<file path="src/rtl/interrupt_pkg.sv">
// Shared types and constants for the interrupt scheduler: FSM encoding,
// source indices into the pending vector, and the drop-counter saturating add.
package interrupt_pkg;

  typedef enum logic [1:0] {
    ST_IDLE  = 2'd0,
    ST_ISSUE = 2'd1,
    ST_GAP   = 2'd2
  } state_e;

  localparam int SRC_KEY   = 1;
  localparam int SRC_FRAME = 0;
  localparam int DROP_W    = 8;

  // Up to three losses can land in one cycle (two events plus a timeout).
  function automatic logic [DROP_W-1:0] satAdd(input logic [DROP_W-1:0] count,
                                               input logic [1:0]        inc);
    logic [DROP_W:0] sum;
    sum = {1'b0, count} + {{(DROP_W-1){1'b0}}, inc};
    return sum[DROP_W] ? {DROP_W{1'b1}} : sum[DROP_W-1:0];
  endfunction

endpackage

</file>
<file path="src/rtl/interrupt_scheduler_edge_sync.sv">
// Two-flop synchroniser with rising-edge detect for an asynchronous level.
// Reset value is a parameter so a signal held high at release produces no edge.
module edge_sync #(
  parameter logic RESET_VAL = 1'b1
) (
  input  logic i_clk,
  input  logic i_reset,
  input  logic i_async,
  output logic o_rise
);

  logic [1:0] r_sync;
  logic       r_prev;

  always_ff @(posedge i_clk) begin
    if (i_reset) begin
      r_sync <= {2{RESET_VAL}};
      r_prev <= RESET_VAL;
    end else begin
      r_sync <= {r_sync[0], i_async};
      r_prev <= r_sync[1];
    end
  end

  assign o_rise = r_sync[1] & ~r_prev;

endmodule

</file>
<file path="src/rtl/interrupt_scheduler.sv">
// Turns jump-key and frame-ready events into CPU interrupt instructions:
// pending flags, fixed priority (key over frame), valid/ack with timeout, and an issue gap.
module interrupt_scheduler
  import interrupt_pkg::*;
#(
  parameter logic [31:0] KEY_INSTR   = 32'h0,
  parameter logic [31:0] FRAME_INSTR = 32'h0,
  parameter int          GAP_CYCLES  = 4,
  parameter int          TIMEOUT     = 64
) (
  input  logic              proc_clk,
  input  logic              reset,
  input  logic              frame_rt_clk,
  input  logic              jump_key,
  input  logic              irq_ack,
  output logic [31:0]       interrupt_instruction,
  output logic              irq_valid,
  output logic [1:0]        pending,
  output logic [DROP_W-1:0] dropped_count
);

  localparam int MAX_CNT = (TIMEOUT > GAP_CYCLES) ? TIMEOUT : GAP_CYCLES;
  localparam int CNT_W   = $clog2(MAX_CNT + 1);

  state_e            r_state;
  logic [CNT_W-1:0]  r_timer;
  logic [1:0]        r_pend;
  logic [1:0]        r_jumpSync;
  logic [31:0]       r_instr;
  logic              r_valid;
  logic [DROP_W-1:0] r_dropped;

  logic       w_frameTick;
  logic [1:0] w_evt;
  logic [1:0] w_grant;
  logic [1:0] w_drop;
  logic       w_expire;
  logic       w_timeout;
  logic [1:0] w_dropInc;

  edge_sync #(.RESET_VAL(1'b1)) uFrameSync (
    .i_clk   (proc_clk),
    .i_reset (reset),
    .i_async (frame_rt_clk),
    .o_rise  (w_frameTick)
  );

  always_ff @(posedge proc_clk) begin
    if (reset) r_jumpSync <= 2'b11;
    else       r_jumpSync <= {r_jumpSync[0], jump_key};
  end

  // A grant clearing a flag in the same cycle an event sets it counts as a fresh set, not a drop.
  always_comb begin
    w_evt            = '0;
    w_evt[SRC_FRAME] = w_frameTick;
    w_evt[SRC_KEY]   = w_frameTick & r_jumpSync[1];
    w_grant          = '0;
    if (r_state == ST_IDLE) begin
      if (r_pend[SRC_KEY])        w_grant[SRC_KEY]   = 1'b1;
      else if (r_pend[SRC_FRAME]) w_grant[SRC_FRAME] = 1'b1;
    end
    w_drop    = w_evt & r_pend & ~w_grant;
    w_expire  = (r_timer + 1'b1) == CNT_W'(TIMEOUT);
    w_timeout = (r_state == ST_ISSUE) && !irq_ack && w_expire;
    w_dropInc = {1'b0, w_drop[SRC_KEY]} + {1'b0, w_drop[SRC_FRAME]} + {1'b0, w_timeout};
  end

  always_ff @(posedge proc_clk) begin
    if (reset) begin
      r_state   <= ST_IDLE;
      r_timer   <= '0;
      r_pend    <= '0;
      r_instr   <= '0;
      r_valid   <= 1'b0;
      r_dropped <= '0;
    end else begin
      r_pend    <= (r_pend & ~w_grant) | w_evt;
      r_dropped <= satAdd(r_dropped, w_dropInc);
      case (r_state)
        ST_IDLE: begin
          if (|w_grant) begin
            r_valid <= 1'b1;
            r_instr <= w_grant[SRC_KEY] ? KEY_INSTR : FRAME_INSTR;
            r_timer <= '0;
            r_state <= ST_ISSUE;
          end
        end
        ST_ISSUE: begin
          if (irq_ack || w_expire) begin
            r_valid <= 1'b0;
            r_instr <= '0;
            r_timer <= '0;
            r_state <= (GAP_CYCLES == 0) ? ST_IDLE : ST_GAP;
          end else begin
            r_timer <= r_timer + 1'b1;
          end
        end
        ST_GAP: begin
          if ((r_timer + 1'b1) == CNT_W'(GAP_CYCLES)) begin
            r_timer <= '0;
            r_state <= ST_IDLE;
          end else begin
            r_timer <= r_timer + 1'b1;
          end
        end
        default: begin
          r_timer <= '0;
          r_state <= ST_IDLE;
        end
      endcase
    end
  end

  assign interrupt_instruction = r_instr;
  assign irq_valid             = r_valid;
  assign pending               = r_pend;
  assign dropped_count         = r_dropped;

endmodule

</file>
<file path="config.mk">
export PLATFORM = sky130hd
export DESIGN_NAME = interrupt_scheduler
export DESIGN_NICKNAME = d
export VERILOG_FILES = /design/src/rtl/interrupt_pkg.sv /design/src/rtl/interrupt_scheduler_edge_sync.sv /design/src/rtl/interrupt_scheduler.sv
export SDC_FILE = /design/constraint.sdc
export NUM_CORES = 1
export LEC_CHECK = 0
export ABC_AREA = 1
export BUFFER_PORTS_ARGS = -buffer_cell sky130_fd_sc_hd__buf_4
export CAP_MARGIN = 20
export CORE_MARGIN = 1
export CORE_UTILIZATION = 57
export CTS_BUF_LIST = sky130_fd_sc_hd__clkbuf_4 sky130_fd_sc_hd__clkbuf_8
export DETAILED_ROUTE_END_ITERATION = 6
export PLACE_DENSITY_LB_ADDON = 0.15
export SYNTH_ARGS = -nofsm -noshare
export SYNTH_HDL_FRONTEND = slang
export SYNTH_HIERARCHICAL = 1
export SYNTH_SLANG_ARGS = --single-unit
</file>
<file path="constraint.sdc">
create_clock -name proc_clk -period 6.3 [get_ports proc_clk]
set_input_delay 0.63 -clock proc_clk [delete_from_list [all_inputs] [get_ports proc_clk]]
set_output_delay 0.63 -clock proc_clk [all_outputs]
set_load 0.1 [all_outputs]
</file>
Word-level counts from Yosys, hierarchy flattened
Cells that the tools add are included.
{"block": "word_totals", "ff_bits": 57, "input_bits": 5, "out_inout_bits": 43, "word_cells": 56}
{"block": "op_classes", "n_addsub": 4, "eq_ne": 7, "mux": 19, "bitwise_logic": 8, "n_reduce_logical": 9}
{"operator": "two-way mux 32 bit", "count": 2}
{"operator": "case mux 32 bit (2 select lines)", "count": 1}
{"operator": "two-way mux 7 bit", "count": 3}
{"operator": "case mux 7 bit (3 select lines)", "count": 1}
{"operator": "adder 8 x 2 -> 9 bit", "count": 1}
{"operator": "two-way mux 2 bit", "count": 4}
{"operator": "two-way mux 8 bit", "count": 1}
{"operator": "adder 7 x 1 -> 7 bit, second input constant", "count": 1}
{"operator": "== test 7 x 3 -> 1 bit, second input constant", "count": 1}
{"operator": "== test 7 bit, second input constant", "count": 1}
{"operator": "AND 2 bit", "count": 3}
{"operator": "case mux 2 bit (3 select lines)", "count": 1}
{"operator": "AND reduction 3 bit", "count": 2}
{"operator": "two-way mux 1 bit", "count": 5}
{"operator": "inequality test 2 x 1 -> 1 bit, second input constant", "count": 2}
{"operator": "adder 1 x 1 -> 2 bit", "count": 1}
{"operator": "adder 2 x 1 -> 2 bit", "count": 1}
{"operator": "AND 1 bit", "count": 2}
{"operator": "== test 2 x 1 -> 1 bit, second input constant", "count": 1}
{"operator": "== test 2 bit, second input constant", "count": 1}
{"operator": "logical AND 1 bit", "count": 2}
{"operator": "zero test 2 bit", "count": 1}
{"operator": "inequality test 2 bit, second input constant", "count": 1}
{"operator": "inverter 2 bit", "count": 1}
{"operator": "other kinds (7)", "count": 7}

Longest topological paths before layout
{"block": "logic_depth", "word_depth": 9, "mapped_depth": 18}

Modules after synthesis
The synthesis kept the hierarchy.
{"module": "interrupt_scheduler", "instances": 1, "cells_per_inst": 202, "area_per_inst_um2": 1486.4, "seq_area_each_um2": 440.4}
{"module": "edge_sync", "instances": 1, "cells_per_inst": 11, "area_per_inst_um2": 92.6, "seq_area_each_um2": 60.1}

Worst setup path before layout
No wires, ideal clock.
{"block": "synth_path", "path_kind": "flip-flop to flip-flop", "startpoint": "reg r_pend[1] (netlist: pending[1])", "endpoint": "reg r_dropped[4] (netlist: dropped_count[4])", "setup_time_ns": 0.070, "arrival_ns": 3.177, "required_time_ns": 6.230, "slack_ns": 3.053, "path_stages_with_launch": 13, "n_path_buf": 0, "path_cell_list": "dfxtp_1 -> or2_1 -> nand3_1 -> fa_1 -> inv_1 -> ha_1 -> fa_1 -> nand3_1 -> nor3b_1 -> nand2_1 -> nor2_1 -> inv_1 -> a21oi_1"}
{"block": "synth_between", "elab_chain_len": 8}
{"item": "start, declared", "line": "interrupt_scheduler.sv:27", "text": "logic [1:0] r_pend;"}
{"item": "start signal, assigned", "line": "interrupt_scheduler.sv:78", "text": "r_pend <= (r_pend & ~w_grant) | w_evt;"}
{"item": "two-way mux 1 bit", "line": "interrupt_scheduler.sv:60", "text": "if (r_pend[SRC_KEY]) w_grant[SRC_KEY] = 1'b1;"}
{"item": "two-way mux 2 bit", "line": "interrupt_scheduler.sv:59", "text": "if (r_state == ST_IDLE) begin"}
{"item": "inverter 2 bit", "line": "interrupt_scheduler.sv:63", "text": "w_drop = w_evt & r_pend & ~w_grant;"}
{"item": "AND 2 bit *", "line": "interrupt_scheduler.sv:63"}
{"item": "adder 1 x 1 -> 2 bit *", "line": "interrupt_scheduler.sv:66", "text": "w_dropInc = {1'b0, w_drop[SRC_KEY]} + {1'b0, w_drop[SRC_FRAME]} + {1'b0, w_timeout};"}
{"item": "adder 2 x 1 -> 2 bit *", "line": "interrupt_scheduler.sv:66"}
{"item": "adder 8 x 2 -> 9 bit *", "line": "interrupt_pkg.sv:19", "text": "sum = {1'b0, count} + {{(DROP_W-1){1'b0}}, inc};"}
{"item": "two-way mux 8 bit *", "line": "interrupt_pkg.sv:20", "text": "return sum[DROP_W] ? {DROP_W{1'b1}} : sum[DROP_W-1:0];"}
{"item": "end signal, assigned", "line": "interrupt_scheduler.sv:79", "text": "r_dropped <= satAdd(r_dropped, w_dropInc);"}
{"item": "end, declared", "line": "interrupt_scheduler.sv:31", "text": "logic [DROP_W-1:0] r_dropped;"}
Mark *: on every way between the ends. The rest lies on a longest branch, timed or not.
A chain may end at the register's enable or synchronous reset.

Worst setup path in the final report
{"block": "layout_path", "startpoint": "reg r_timer[0]", "endpoint": "reg r_dropped[4] (netlist: dropped_count[4])"}
{"block": "layout_between", "elab_chain_len": 6}
{"item": "start, declared", "line": "interrupt_scheduler.sv:26", "text": "logic [CNT_W-1:0] r_timer;"}
{"item": "start signal, assigned", "line": "interrupt_scheduler.sv:96", "text": "r_timer <= r_timer + 1'b1;"}
{"item": "start signal, assigned", "line": "interrupt_scheduler.sv:104", "text": "r_timer <= r_timer + 1'b1;"}
{"item": "adder 7 x 1 -> 7 bit", "line": "interrupt_scheduler.sv:64", "text": "w_expire = (r_timer + 1'b1) == CNT_W'(TIMEOUT);"}
{"item": "== test 7 bit", "line": "interrupt_scheduler.sv:64"}
{"item": "logical AND 1 bit", "line": "interrupt_scheduler.sv:65", "text": "w_timeout = (r_state == ST_ISSUE) && !irq_ack && w_expire;"}
{"item": "adder 2 x 1 -> 2 bit", "line": "interrupt_scheduler.sv:66"}
{"item": "adder 8 x 2 -> 9 bit", "line": "interrupt_pkg.sv:19"}
{"item": "two-way mux 8 bit", "line": "interrupt_pkg.sv:20"}
Every way passes these cells.

==> results.toml <==
[status]
status = "complete, no violations"

[yosys]
yosysUniqueCellTypes = 30
synth-simple-area-share_pct = 27.3
synth_adder_area_share_pct = 7.29
synth_seq_cells = 25
syn-cell-area_mm2 = 0.00158
synth.area.mux_share_pct = 0
yosysWarnings = 6
syn_inst = 213
synth-xor-area-share_pct = 2.22
synth_top_family_by_area = "simple AND/OR/NAND/NOR gates"
synth_compound_area_share_pct = 8.48
avgSynthCellArea_um2 = 7.41
ys_seq_area_share_pct = 31.7

[timing]
fin_crit_sh_pct = 53.5
finalClockSkew_ns = 0.00739
rsz0062_at_grt = "false"
drv_slew = 0
fin_hold_ws_ns = 0.425
min_period_ns = 3.37
setup-tns-final_ns = 0
hold_violations = 0
finalSetupViolCount = 0
clock.fmax_ghz = 0.297

[clocking]
clock-sinks = 25
path_clk_slew_ns = 0.15
cts_made_buffers = 3
cts_root_buf = "clkbuf_4"
cts_setup_buffers = 0
cts_tree = "done"
clkLatencyLatePin_ns = 0.31
htree_levels = 1
clockBufferDepth = 2
cts_resized = 0
ctsHoldBuffers = 0

[place]
io_buffers = 15
hpwl_um = 2030
place_inst = 256
place.gp.congestion = 0.788

[route]
num_vias = 1168
wirelength_um = 2560
viasPerCell = 4.49
routedWlPerCell_um = 9.83
firstDrtPassIters = 4
drt_iter0_drc = 23
ant_nets = 0
drc = 0

[global_routing]
track_usage_pct = 19.2
grt_pass1_vias = 960
antenna_found_initial = 0
grt_max_degree = 18
gr-total-overflow = 0
grt_pass1_wl_um = 4110

[worst_hold_path]
whs_endpoint = "uFrameSync/r_sync[1]"
whs_path_depth = 2
hold_path.class = "reg -> reg"
min-delay-start = "uFrameSync/r_sync[0]"

[finish]
antenna-diode-count = 0
drive_gt1_share_pct = 17.0
final_cells = 260
area.growth.synth_to_final_pct = 3.17
postLayoutCoreUtil_pct = 64.0
nFillCells = 240
final_common_cell = "nand2_1"
nets = 244
layout_common_cells = "nand2_1 (37), conb_1 (32), inv_1 (28), dfxtp_1 (25), nor2_1 (16)"

[setup_path]
timing.rr.start = "r_timer[0]"
critical_path_class = "reg -> reg"
startpoint_type = "flop"
cp_max_fo = 5
crit_required_ns = 6.55
rr_endpoint = "dropped_count[4]"
crit_start = "r_timer[0]"
endpoint_kind = "flop"
cp.arrival_ns = 3.62
reg2reg_depth = 18
regToRegSetupSlack_ns = 2.93

[die]
die_h_um = 54.6
num_io_pins = 48
placementRows = 18
die_w_um = 54.6
initial_utilization_pct = 62.0
fp.dieArea_mm2 = 0.00298
core_mm2 = 0.00254

[power]
ir_drop_mv = 0.250
p_per_area_mw_per_mm2 = 301
p_leak_nw = 0.778

[flow_run]
maxCapViolCount = 0
-- cell usage after synthesis --
master | instances | area (µm²)
a21oi_1 | 13 | 65.1
a31oi_1 | 2 | 12.5
buf_4 | 32 | 240
clkbuf_1 | 1 | 3.75
clkinv_1 | 1 | 3.75
conb_1 | 1 | 3.75
dfxtp_1 | 25 | 500
fa_1 | 2 | 40.0
ha_1 | 6 | 75.1
inv_1 | 28 | 105
inv_2 | 2 | 7.51
nand2_1 | 37 | 139
nand2_2 | 5 | 31.3
nand2_4 | 1 | 11.3
nand3_1 | 15 | 75.1
nand3_2 | 2 | 20.0
nand4_1 | 1 | 6.26
nor2_1 | 16 | 60.1
nor2_2 | 3 | 18.8
nor2_4 | 2 | 22.5
nor3_1 | 1 | 5.00
nor3b_1 | 3 | 22.5
o21ai_0 | 4 | 20.0
o21ai_2 | 1 | 8.76
o21ai_4 | 1 | 16.3
o21bai_2 | 1 | 11.3
or2_1 | 1 | 6.26
or2_2 | 2 | 12.5
xnor2_1 | 1 | 8.76
xor2_1 | 3 | 26.3
-- per-layer routing --
metal | share of wire (%) | vias to the layer above | track usage [%]
met5 | 0 | - | 0
met4 | 0.78 | 0 | 6.41
met3 | 2.9 | 2 | 3.33
met2 | 47 | 23 | 30.3
met1 | 49 | 514 | 26.1
li1 | - | 629 | -
-- final cells by class --
class	instances	area (µm²)	share of cell area, %
Multi-Input combinational cell	155	835	51.2
Clock buffer	3	22.5	1.38
Tap cell	30	37.5	2.30
Timing Repair Buffer	15	113	6.91
Clock inverter	1	5.00	0.307
Inverter	31	116	7.14
Sequential cell	25	500	30.7
-- worst max path at each step --
| stage | to | slack (ns) | depth (start not counted) |
|---|---|---|---|
| after floorplan | dropped_count[4] | 3.05 | 12 |
| after global placement | dropped_count[4] | 3.21 | 18 |
| after detailed placement | dropped_count[4] | 3.00 | 18 |
| after CTS | dropped_count[4] | 2.95 | 18 |
| after global routing | dropped_count[4] | 2.59 | 18 |
| final | dropped_count[4] | 2.93 | 18 |
-- power by group --
group | internal (mW) | leakage, nW | switching [mW]
combinational | 0.0486 | 0.558 | 0.194
clock | 0.0237 | 0.0177 | 0.0490
sequential | 0.169 | 0.203 | 0.00637
total | 0.241 | 0.778 | 0.250
-- per-stage QoR --
step           setup slack (ns)  total power, mW  instance area, µm²
5_1_grt                    2.59            0.521                1630
3_3_place_gp               3.21            0.418                1600
2_1_floorplan              3.05            0.406                1700
4_1_cts                    2.95            0.492                1630
6_report                   2.93            0.491                1630
3_5_place_dp               3.00            0.422                1600
-- sequential cells by signal, summed over array words and instances, names as in the netlist --
signal,flops
r_timer,7
dropped_count,8
r_jumpSync,2
r_state,2
uFrameSync/r_sync,2
uFrameSync/r_prev,1
irq_valid,1
pending,2
-- worst max-delay path, stage by stage (launching register included) --
cell	delay [ns]
dfxtp_1	0.42
ha_1	0.24
nand2_2	0.09
nor2_2	0.15
nand2_1	0.09
nand2_1	0.08
nand2_2	0.07
nor2_4	0.09
nand3_1	0.09
fa_1	0.43
inv_1	0.07
ha_1	0.18
fa_1	0.22
nand3_1	0.13
nor3b_1	0.35
nand2_1	0.12
nor2_1	0.26
inv_1	0.09
a21oi_1	0.14
-- logic make-up (layout without fill, tap and decap cells) --
group / Yosys count / count (layout)
AOI/OAI and AO/OA: 22 / 22
DFF: 25 / 25
and+or+nand+nor: 89 / 89
adders and majority gates: 8 / 8
buffers and inverters: 64 / 50
other: 1 / 32
xor gates and xnor gates: 4 / 4
No activity file was read; power rests on OpenSTA's default activity.
